<file path="src/rtl/prescaled_counter_bank.sv">
// prescaled_counter_bank
//
// A bank of NCH = 2**SEL_W independent event counters. Each channel has a
// programmable prescaler: a channel advances its counter once for every
// (div + 1) qualifying events. At all-ones, a channel either wraps to zero
// (SAT = 0) or holds at all-ones (SAT = 1). In both cases it raises a one-cycle
// terminal-count pulse and a sticky overflow flag.
//
// Ports
//   Clk      in   1          rising-edge clock
//   Reset    in   1          synchronous, active-high reset
//   En       in   1          one count event for channel Sel this cycle
//   Sel      in   SEL_W      channel receiving the En event
//   Clr      in   NCH        per-channel synchronous clear (bit i = channel i)
//   Cfg_we   in   1          divisor write strobe
//   Cfg_ch   in   SEL_W      channel targeted by the divisor write
//   Cfg_div  in   PRE_W      divisor value to load
//   Count    out  NCH*WIDTH  channel i counter on [i*WIDTH +: WIDTH]
//   Tc       out  NCH        per-channel terminal-count pulse
//   Ovf      out  NCH        per-channel sticky overflow flag
//
// All outputs come straight from flops.

module prescaled_counter_bank #(
    parameter int unsigned WIDTH   = 64,
    parameter int unsigned SEL_W   = 1,
    parameter int unsigned PRE_W   = 4,
    parameter int unsigned DEF_DIV = 0,
    parameter bit          SAT     = 1'b0
) (
    input  logic                          Clk,
    input  logic                          Reset,
    input  logic                          En,
    input  logic [SEL_W-1:0]              Sel,
    input  logic [(2**SEL_W)-1:0]         Clr,
    input  logic                          Cfg_we,
    input  logic [SEL_W-1:0]              Cfg_ch,
    input  logic [PRE_W-1:0]              Cfg_div,
    output logic [(2**SEL_W)*WIDTH-1:0]   Count,
    output logic [(2**SEL_W)-1:0]         Tc,
    output logic [(2**SEL_W)-1:0]         Ovf
);

    localparam int NCH = 2 ** SEL_W;
    localparam logic [PRE_W-1:0] DefDiv = PRE_W'(DEF_DIV);

    logic [WIDTH-1:0] cnt_q [NCH];
    logic [WIDTH-1:0] cnt_d [NCH];
    logic [PRE_W-1:0] pre_q [NCH];
    logic [PRE_W-1:0] pre_d [NCH];
    logic [PRE_W-1:0] div_q [NCH];
    logic [PRE_W-1:0] div_d [NCH];
    logic [NCH-1:0]   tc_q;
    logic [NCH-1:0]   tc_d;
    logic [NCH-1:0]   ovf_q;
    logic [NCH-1:0]   ovf_d;

    // Per-channel decode of the shared event and config strobes.
    logic [NCH-1:0] hit;
    logic [NCH-1:0] wr;

    always_comb begin
        hit = '0;
        wr  = '0;
        for (int i = 0; i < NCH; i++) begin
            hit[i] = En && (Sel == SEL_W'(i));
            wr[i]  = Cfg_we && (Cfg_ch == SEL_W'(i));
        end
    end

    // Next-state logic. Priority per channel: clear, then divisor write, then
    // the count event. A clear and a divisor write on the same channel
    // both take effect: the divisor path is independent of the clear.
    always_comb begin
        for (int i = 0; i < NCH; i++) begin
            cnt_d[i] = cnt_q[i];
            pre_d[i] = pre_q[i];
            div_d[i] = div_q[i];
            tc_d[i]  = 1'b0;
            ovf_d[i] = ovf_q[i];

            if (wr[i]) begin
                div_d[i] = Cfg_div;
            end

            if (Clr[i]) begin
                cnt_d[i] = '0;
                pre_d[i] = '0;
                ovf_d[i] = 1'b0;
            end else if (wr[i]) begin
                // A new divisor restarts the prescale phase; the same-cycle
                // event is dropped so it cannot be counted against the old ratio.
                pre_d[i] = '0;
            end else if (hit[i]) begin
                if (pre_q[i] == div_q[i]) begin
                    pre_d[i] = '0;
                    if (&cnt_q[i]) begin
                        tc_d[i]  = 1'b1;
                        ovf_d[i] = 1'b1;
                        cnt_d[i] = SAT ? cnt_q[i] : '0;
                    end else begin
                        cnt_d[i] = cnt_q[i] + WIDTH'(1);
                    end
                end else begin
                    pre_d[i] = pre_q[i] + PRE_W'(1);
                end
            end
        end
    end

    always_ff @(posedge Clk) begin
        if (Reset) begin
            for (int i = 0; i < NCH; i++) begin
                cnt_q[i] <= '0;
                pre_q[i] <= '0;
                div_q[i] <= DefDiv;
            end
            tc_q  <= '0;
            ovf_q <= '0;
        end else begin
            for (int i = 0; i < NCH; i++) begin
                cnt_q[i] <= cnt_d[i];
                pre_q[i] <= pre_d[i];
                div_q[i] <= div_d[i];
            end
            tc_q  <= tc_d;
            ovf_q <= ovf_d;
        end
    end

    always_comb begin
        Count = '0;
        for (int i = 0; i < NCH; i++) begin
            Count[i*WIDTH +: WIDTH] = cnt_q[i];
        end
    end

    assign Tc  = tc_q;
    assign Ovf = ovf_q;

endmodule
</file>
<file path="config.mk">
export PLATFORM = sky130hd
export DESIGN_NAME = prescaled_counter_bank
export DESIGN_NICKNAME = d
export VERILOG_FILES = /design/src/rtl/prescaled_counter_bank.sv
export SDC_FILE = /design/constraint.sdc
export NUM_CORES = 1
export LEC_CHECK = 0
export ABC_AREA = 1
export CAP_MARGIN = 20
export CORE_ASPECT_RATIO = 1.5
export CORE_MARGIN = 3
export CORE_UTILIZATION = 45
export DETAILED_ROUTE_END_ITERATION = 8
export HOLD_SLACK_MARGIN = 0.05
export PLACE_DENSITY = 0.69
export SETUP_SLACK_MARGIN = 0.4
export SYNTH_ARGS = -nofsm -noshare
export SYNTH_HDL_FRONTEND = slang
export SYNTH_SLANG_ARGS = --single-unit
</file>
<file path="constraint.sdc">
create_clock -name Clk -period 3.2 [get_ports Clk]
set_input_delay 0.64 -clock Clk [delete_from_list [all_inputs] [get_ports Clk]]
set_output_delay 0.64 -clock Clk [all_outputs]
set_load 0.005 [all_outputs]
</file>
-- Word-level counts from Yosys, hierarchy flattened
Memories as Yosys holds them, arrays and structs flattened.
Cells that the tools add are included.
Widths: inputs -> output; s select.
- bits in registers: 4
- RAM bits: 144
- bits of input ports: 12
- output and inout bits: 132
- logic and storage cells: 70
- memories kept: 3
- memories (memory ; depth ; bits a word ; rd ports ; clocked after memory_dff ; write ports ; RTL line ; text):
    cnt_q ; 2 ; 64 ; 2 ; 0 ; 2 ; 47 ; logic [WIDTH-1:0] cnt_q [NCH];
    div_q ; 2 ; 4 ; 2 ; 0 ; 2 ; 51 ; logic [PRE_W-1:0] div_q [NCH];
    pre_q ; 2 ; 4 ; 2 ; 0 ; 2 ; 49 ; logic [PRE_W-1:0] pre_q [NCH];
- $add $sub $neg: 4
- eq/ne operators: 2
- multiplexer cells: 31
- bitwise gates (word level): 14
- reduce and logical (&&, ||, !) cells: 12
- operator list (operator ; number):
    $mux 64 ; 12
    $reduce_and 67->1 ; 2
    $add 64x1->64 const B ; 2
    $reduce_and 64->1 ; 2
    $mux 4 ; 14
    $reduce_or 5->1 ; 2
    $add 4x1->4 const B ; 2
    $eq 4x4->1 ; 2
    $not 1->1 ; 8
    $or 1x1->1 ; 6
    $mux 1 ; 5
    $logic_and 1x1->1 ; 4
    $reduce_or 2->1 ; 2

-- Longest topological paths before layout
Gate-level depths: netlist of run 1.
- word-level depth: 7
- mapped depth: 13
- depth with buffers taken out: 12

-- Worst setup path before layout of run 1
No wires, ideal clock.
- path type: input to register
- from: input Cfg_ch
- to: memory cnt_q[1][55] (netlist: cnt_q[0][119])
- setup time: 0.115 ns
- data arrival time: 1.727 ns
- data required time: 3.085 ns
- path slack: 1.358 ns
- stages on the path: 10
- buffers on the path: 2
- cells stage by stage: nand2_1 nand2_1 inv_1 nand3_1 buf_4 nor2_2 buf_6 nand3_1 nand2_1 nor2_1
- RTL lines (what ; RTL line ; text):
    start, declared ; 37 ; input logic [SEL_W-1:0] Cfg_ch,
    end, declared ; 47 ;

==> results of run 1 <==
## flip-flops by register name (all words and copies together), names as in the netlist
signal / cells
cnt_q: 128
Ovf: 2
Tc: 2
div_q: 8
pre_q: 8
## routing by layer
layer	up-vias	GRT usage (%)	share of wire (%)
met4	0	16.2	5.9
met5	-	0	0
met1	4164	27.6	38
met3	94	4.54	4.6
li1	4720	-	-
met2	321	48.9	52
## Yosys cell counts (2+ instances only)
| library cell | count |
|---|---|
| nand2_1 | 409 |
| nor2_1 | 364 |
| dfxtp_1 | 148 |
| inv_1 | 147 |
| nand3_1 | 87 |
| nand4_1 | 40 |
| a21oi_1 | 36 |
| xnor2_1 | 33 |
| nor2_2 | 22 |
| nor3_1 | 22 |
| xor2_1 | 13 |
| a211oi_1 | 9 |
| nor2_4 | 9 |
| buf_4 | 7 |
| buf_6 | 7 |
| inv_2 | 7 |
| buf_2 | 6 |
| clkbuf_1 | 6 |
| nand3b_1 | 6 |
| nor3b_1 | 6 |
| o21bai_1 | 5 |
| a31oi_1 | 4 |
| ha_1 | 4 |
| and2_1 | 3 |
| and3_1 | 3 |
| nand2_2 | 3 |
| o21ai_0 | 3 |
| nand2_4 | 2 |
## final cells by class
cell class	instances	area (um2)	share of cell area, %
tap	252	315	2.89
sequential	148	2960	27.1
timing repair buffer	156	1550	14.2
clock inverter	12	106	0.974
clock buffer	20	457	4.18
multi-input combinational	1089	4930	45.2
inverter	156	588	5.39
## path summary, 6_finish.rpt
check        slack (ns)                 startpoint                        end
max                0.93                         En  cnt_q[0][62]$_SDFFE_PP0P_
min                0.45        Ovf[1]$_SDFFE_PP0P_        Ovf[1]$_SDFFE_PP0P_
max reg2reg        1.03  cnt_q[0][65]$_SDFFE_PP0P_  cnt_q[0][69]$_SDFFE_PP0P_
min reg2reg        0.45        Ovf[1]$_SDFFE_PP0P_        Ovf[1]$_SDFFE_PP0P_
## stage by stage
stage	instances	worst slack, ns	instance area, um2	util, %	hold slack, ns
2_1_floorplan	1419	1.36	8660	-	0.447
3_3_place_gp	1801	0.489	10400	55.4	0.436
3_5_place_dp	1801	0.484	10400	55.4	0.445
4_1_cts	1833	0.933	10900	58.4	0.454
5_1_grt	1833	0.713	10900	58.4	0.483
6_report	1833	0.932	10900	58.4	0.451
## report_power, final
group | internal [mW] | switching [mW] | leakage (nW)
clock network | 1.11 | 0.829 | 0.280
logic | 0.0508 | 0.107 | 2.32
registers | 1.85 | 0.00676 | 1.19
total | 3.01 | 0.943 | 3.80
## cells by family (layout without fill, tap and decap cells)
group,after synthesis,in the layout,synth area share [%]
AOI/OAI and AO/OA,60,60,3.99
xor gates and xnor gates,46,46,4.65
buffers and inverters,182,344,8.91
DFF,148,148,34.2
adders and majority gates,4,4,0.578
and+or+nand+nor,979,979,47.7
## worst max-delay path, stage by stage
cell             delay [ns]
clkdlybuf4s50_1        0.47
inv_1                  0.05
nor2_2                 0.15
inv_2                  0.08
nor2_2                 0.13
nand3_2                0.35
buf_4                  0.29
nor2_2                 0.19
nand3_1                0.10
nand2_1                0.07
nor2_1                 0.04
==> impl_metrics.json, run 1 <==
{
  "outcome": "completed",
  "dieHeight_um": 176,
  "htreeDepth": 4,
  "drive_gt1_share_pct": 5.69,
  "avgSynthCellArea_um2": 6.10,
  "cp_max_fo": 13,
  "vias": 9299,
  "cp_data_required_time_ns": 3.51,
  "crit_path_start_kind": "primary input",
  "cts.sinks": 148,
  "final_cell_mix": "nand2_1 (409), nor2_1 (364), dfxtp_1 (148), inv_1 (147), clkdlybuf4s50_1 (143)",
  "slew_violations": 0,
  "insertion_delay_ns": 0.43,
  "total_power_mw": 3.95,
  "synth_fp_nets": 1435,
  "drt_wl_total_um": 27400,
  "postCtsSetupRepairBufs": 0,
  "fin_crit_sh_pct": 70.9,
  "yosys.area.top_type": "dfxtp_1",
  "rows": 61,
  "reg2regPathDepth": 12,
  "dp_hpwl_um": 21300,
  "diodes": 0,
  "holdPathStages": 2,
  "worstPathArrival_ns": 2.58,
  "worstSetupEndpointType": "flip-flop",
  "synthCells": 1419,
  "max-vdd-ir-drop_mv": 0.305,
  "synth_edf_count": 0,
  "maxSlewHeadroom_pct": 70.4,
  "synth-seq-cells": 148,
  "clk_pin_slew_ns": 0.06,
  "fin_worst_skew_ns": 0.0102,
  "fill_cells": 1857,
  "initial_core_util_pct": 46.3,
  "final_common_cell": "nand2_1",
  "tightest_slew_ns": 0.443,
  "yosysSeqAreaShare_pct": 34.2,
  "power_density_nw_per_um2": 362,
  "io_pins": 144,
  "synthFlopType": "dfxtp_1",
  "setup_viol": 0,
  "antenna_found_initial": 0,
  "wl_per_cell_um": 14.9,
  "synth_cell_types": 36,
  "ctsHoldBuffers": 0,
  "cts_root_buf": "clkbuf_16",
  "hold_path.class": "flip-flop to flip-flop",
  "drc": 0,
  "first_iter_violations": 608,
  "rsz0062_at_grt": "no",
  "ys_warn_count": 0,
  "cts_buffers": 17,
  "fin_nets": 1584,
  "max_freq_mhz": 441,
  "cts_buffer_depth": 2,
  "io_buffers": 143,
  "leakagePower_nw": 3.80,
  "gp_congestion": 0.992,
  "grt_pass1_vias": 9019,
  "grt_usage_pct": 26.5,
  "die_x_um": 119,
  "coreArea_um2": 18700,
  "drt-vias-per-instance": 5.07,
  "cts_resized": 0,
  "grt_overflow_total": 0,
  "async_reset_ff_share_pct": 0,
  "first_pass_iters": 6,
  "cts_tree": "done",
  "area_delta_synth_final_pct": 26.0,
  "grt_start_max_net_pins": 33,
  "crit_type": "primary input to flip-flop",
  "synth_area_leaders": "dfxtp_1 (34%), nand2_1 (18%), nor2_1 (16%)",
  "synth_top_area_share_pct": 34.2,
  "maxCapViolations": 0,
  "synth_area_um2": 8660,
  "ant_nets": 0,
  "dieArea_um2": 21000,
  "setup_tns_ns": 0,
  "period_minus_slack_ns": 2.27,
  "hold_viol_final": 0,
  "grt_pass1_wl_um": 44400
}
(Power assumes the default switching activity.)
==> inputs of run 2 (changes only) <==
Clock period 3.2 ns to 2.29 ns, I/O delays scaled along.
==> run 2 against run 1 <==
Critical endpoint is now Count[40]. Sequential power grew 39%. Cell area grew 9.9%. Worst setup slack lost 0.52 ns. Via count grew 4.9%. Register-to-register slack lost 0.60 ns. Clock power grew 43%. Core utilization grew 5.8 points. First-iteration DRC count grew 18%. Hold slack gained 0.0072 ns.
==> impl_metrics.json, run 2 (synthesis results as in run 1) <==
{
  "grt_pass1_wl_um": 45700,
  "cts_tree": "done",
  "crit_path_start_kind": "flip-flop",
  "cts_root_buf": "clkbuf_16",
  "cts_buffers": 17,
  "setup_viol": 0,
  "dieArea_um2": 21000,
  "max-vdd-ir-drop_mv": 0.475,
  "total_power_mw": 5.68,
  "cts_buffer_depth": 2,
  "leakagePower_nw": 4.40,
  "min_from": "Ovf[0]$_SDFFE_PP0P_",
  "slowest_delay_ns": 0.50,
  "drive_gt1_share_pct": 17.2,
  "holdWs_ns": 0.458,
  "drc": 0,
  "fin_worst_skew_ns": 0.00930,
  "htreeDepth": 4,
  "area_delta_synth_final_pct": 38.5,
  "period_minus_slack_ns": 1.87,
  "worstPathArrival_ns": 1.42,
  "crit_type": "flip-flop to output port",
  "setup_slack_ns": 0.416,
  "grt_overflow_total": 0,
  "crit_start": "cnt_q[0][40]$_SDFFE_PP0P_",
  "grt_pass1_vias": 9286,
  "gp_congestion": 1.03,
  "grt_usage_pct": 27.2,
  "power_density_nw_per_um2": 474,
  "cts.sinks": 148,
  "multi_input_area_um2": 5240,
  "first_pass_iters": 7,
  "fin_nets": 1652,
  "ant_nets": 0,
  "worst_hold_path.endpoint": "Ovf[0]$_SDFFE_PP0P_",
  "insertion_delay_ns": 0.43,
  "drt_wl_total_um": 29700,
  "grt_start_max_net_pins": 41,
  "maxSlewHeadroom_pct": 73.3,
  "fin_crit_sh_pct": 81.8,
  "io_buffers": 143,
  "rsz0062_at_grt": "yes",
  "critPathBufInv": 2,
  "drt-vias-per-instance": 5.13,
  "hold_viol_final": 0,
  "clk_pin_slew_ns": 0.06,
  "cpMaxStageDelayCell": "clkdlybuf4s50_1",
  "die_x_um": 119,
  "r2r_start": "cnt_q[0][100]$_SDFFE_PP0P_",
  "regMostFlops": "cnt_q",
  "cp_cell_sequence": "buf_6 -> clkdlybuf4s50_1",
  "slew_violations": 0,
  "cp_data_required_time_ns": 1.83,
  "pre_cts_ws_ns": -0.0312,
  "wl_per_cell_um": 15.6,
  "top_regs": "cnt_q (128), div_q (8), pre_q (8)",
  "reg2reg_to": "cnt_q[0][69]$_SDFFE_PP0P_",
  "worstSetupEndpointType": "output port",
  "first_iter_violations": 715,
  "path_delay_family": "buffers and inverters",
  "rows": 61,
  "design_area_um2": 12000,
  "vias": 9756,
  "cp_max_fo": 4,
  "reg2regPathDepth": 11,
  "largest_register_ffs": 128,
  "max_freq_mhz": 534,
  "maxCapViolations": 0,
  "io_pins": 144,
  "antenna_found_initial": 0,
  "initial_core_util_pct": 46.3,
  "outcome": "completed",
  "final_cell_mix": "nand2_1 (390), nor2_1 (332), inv_1 (146), clkdlybuf4s50_1 (135), dfxtp_1 (86)",
  "diodes": 0,
  "dieHeight_um": 176,
  "placed_area_um2": 10700,
  "holdPathStages": 2,
  "hold_path.class": "flip-flop to flip-flop",
  "tightest_slew_ns": 0.400,
  "coreArea_um2": 18700,
  "fill_cells": 1704,
  "final_common_cell": "nand2_1",
  "register_area_um2": 3050,
  "r2r_slack_ns": 0.43,
  "dp_hpwl_um": 22000
}
[run 2: changes by cell type in the layout (fill, tap and decap cells not counted), moves of 8 or more]
cell	change
nor2_4	+14
nor2_2	+18
nand3_1	-8
dfxtp_2	+60
nand2_2	+14
buf_4	+50
nor2_1	-32
nand2_1	-19
clkdlybuf4s50_1	-8
dfxtp_1	-62
[run 2: routing by layer]
layer	up-vias	wire (um)	track usage (%)
li1	4851	-	-
met1	4429	10800	28.6
met2	370	15400	49.4
met3	106	1550	4.54
met4	0	1880	17.3
met5	-	0	0
[run 2: worst reg2reg max path: cells and delay by family (launching register included)]
family | cells | cell delay [ns]
AND/OR/NAND/NOR | 9 | 1.09
flip-flops | 1 | 0.42
buffers and inverters | 2 | 0.24
[run 2: area by class of cell]
| type | count | share of cell area (%) |
|---|---|---|
| clock buffer | 20 | 3.72 |
| clock inverter | 12 | 1.09 |
| inverter | 156 | 4.99 |
| multi-input combinational | 1089 | 43.7 |
| sequential | 148 | 25.4 |
| tap | 252 | 2.63 |
| timing repair buffer | 222 | 18.4 |
| timing repair inverter | 2 | 0.146 |
[run 2: power by group]
group | internal (mW) | leakage, nW | switching (mW)
clock | 1.63 | 0.280 | 1.15
sequential | 2.58 | 1.23 | 0.00866
combinational | 0.125 | 2.89 | 0.184
[run 2: how the worst max path moves through the flow]
stage	cells past startpoint	slack (ns)	end
after floorplan	13	0.53	cnt_q[0][69]$_SDFFE_PP0P_
after global placement	11	-0.01	cnt_q[0][62]$_SDFFE_PP0P_
after detailed placement	11	-0.03	cnt_q[0][52]$_SDFFE_PP0P_
after CTS	10	0.38	cnt_q[0][52]$_SDFFE_PP0P_
after global routing	12	0.34	cnt_q[0][69]$_SDFFE_PP0P_
final	2	0.42	Count[40]
[run 2: through the flow]
step	cells	setup TNS, ns	utilization [%]
finish	1901	0	64.1
global route	1901	0	64.1
CTS	1878	0	61.1
detailed placement	1845	-0.0514	57.5
global placement	1845	-0.00997	57.5
floorplan	1419	0	-
[run 2: repair_timing]
| action | CTS | global route |
|---|---|---|
| resized for setup | 44 | 126 |
| endpoints found under the setup margin | 106 | 144 |
| endpoints found under the hold margin | 0 | 0 |
| pin swaps | 3 | 14 |
| cloned | 0 | 5 |
| hold buffers | 0 | 0 |
| buffers inserted | 1 | 18 |
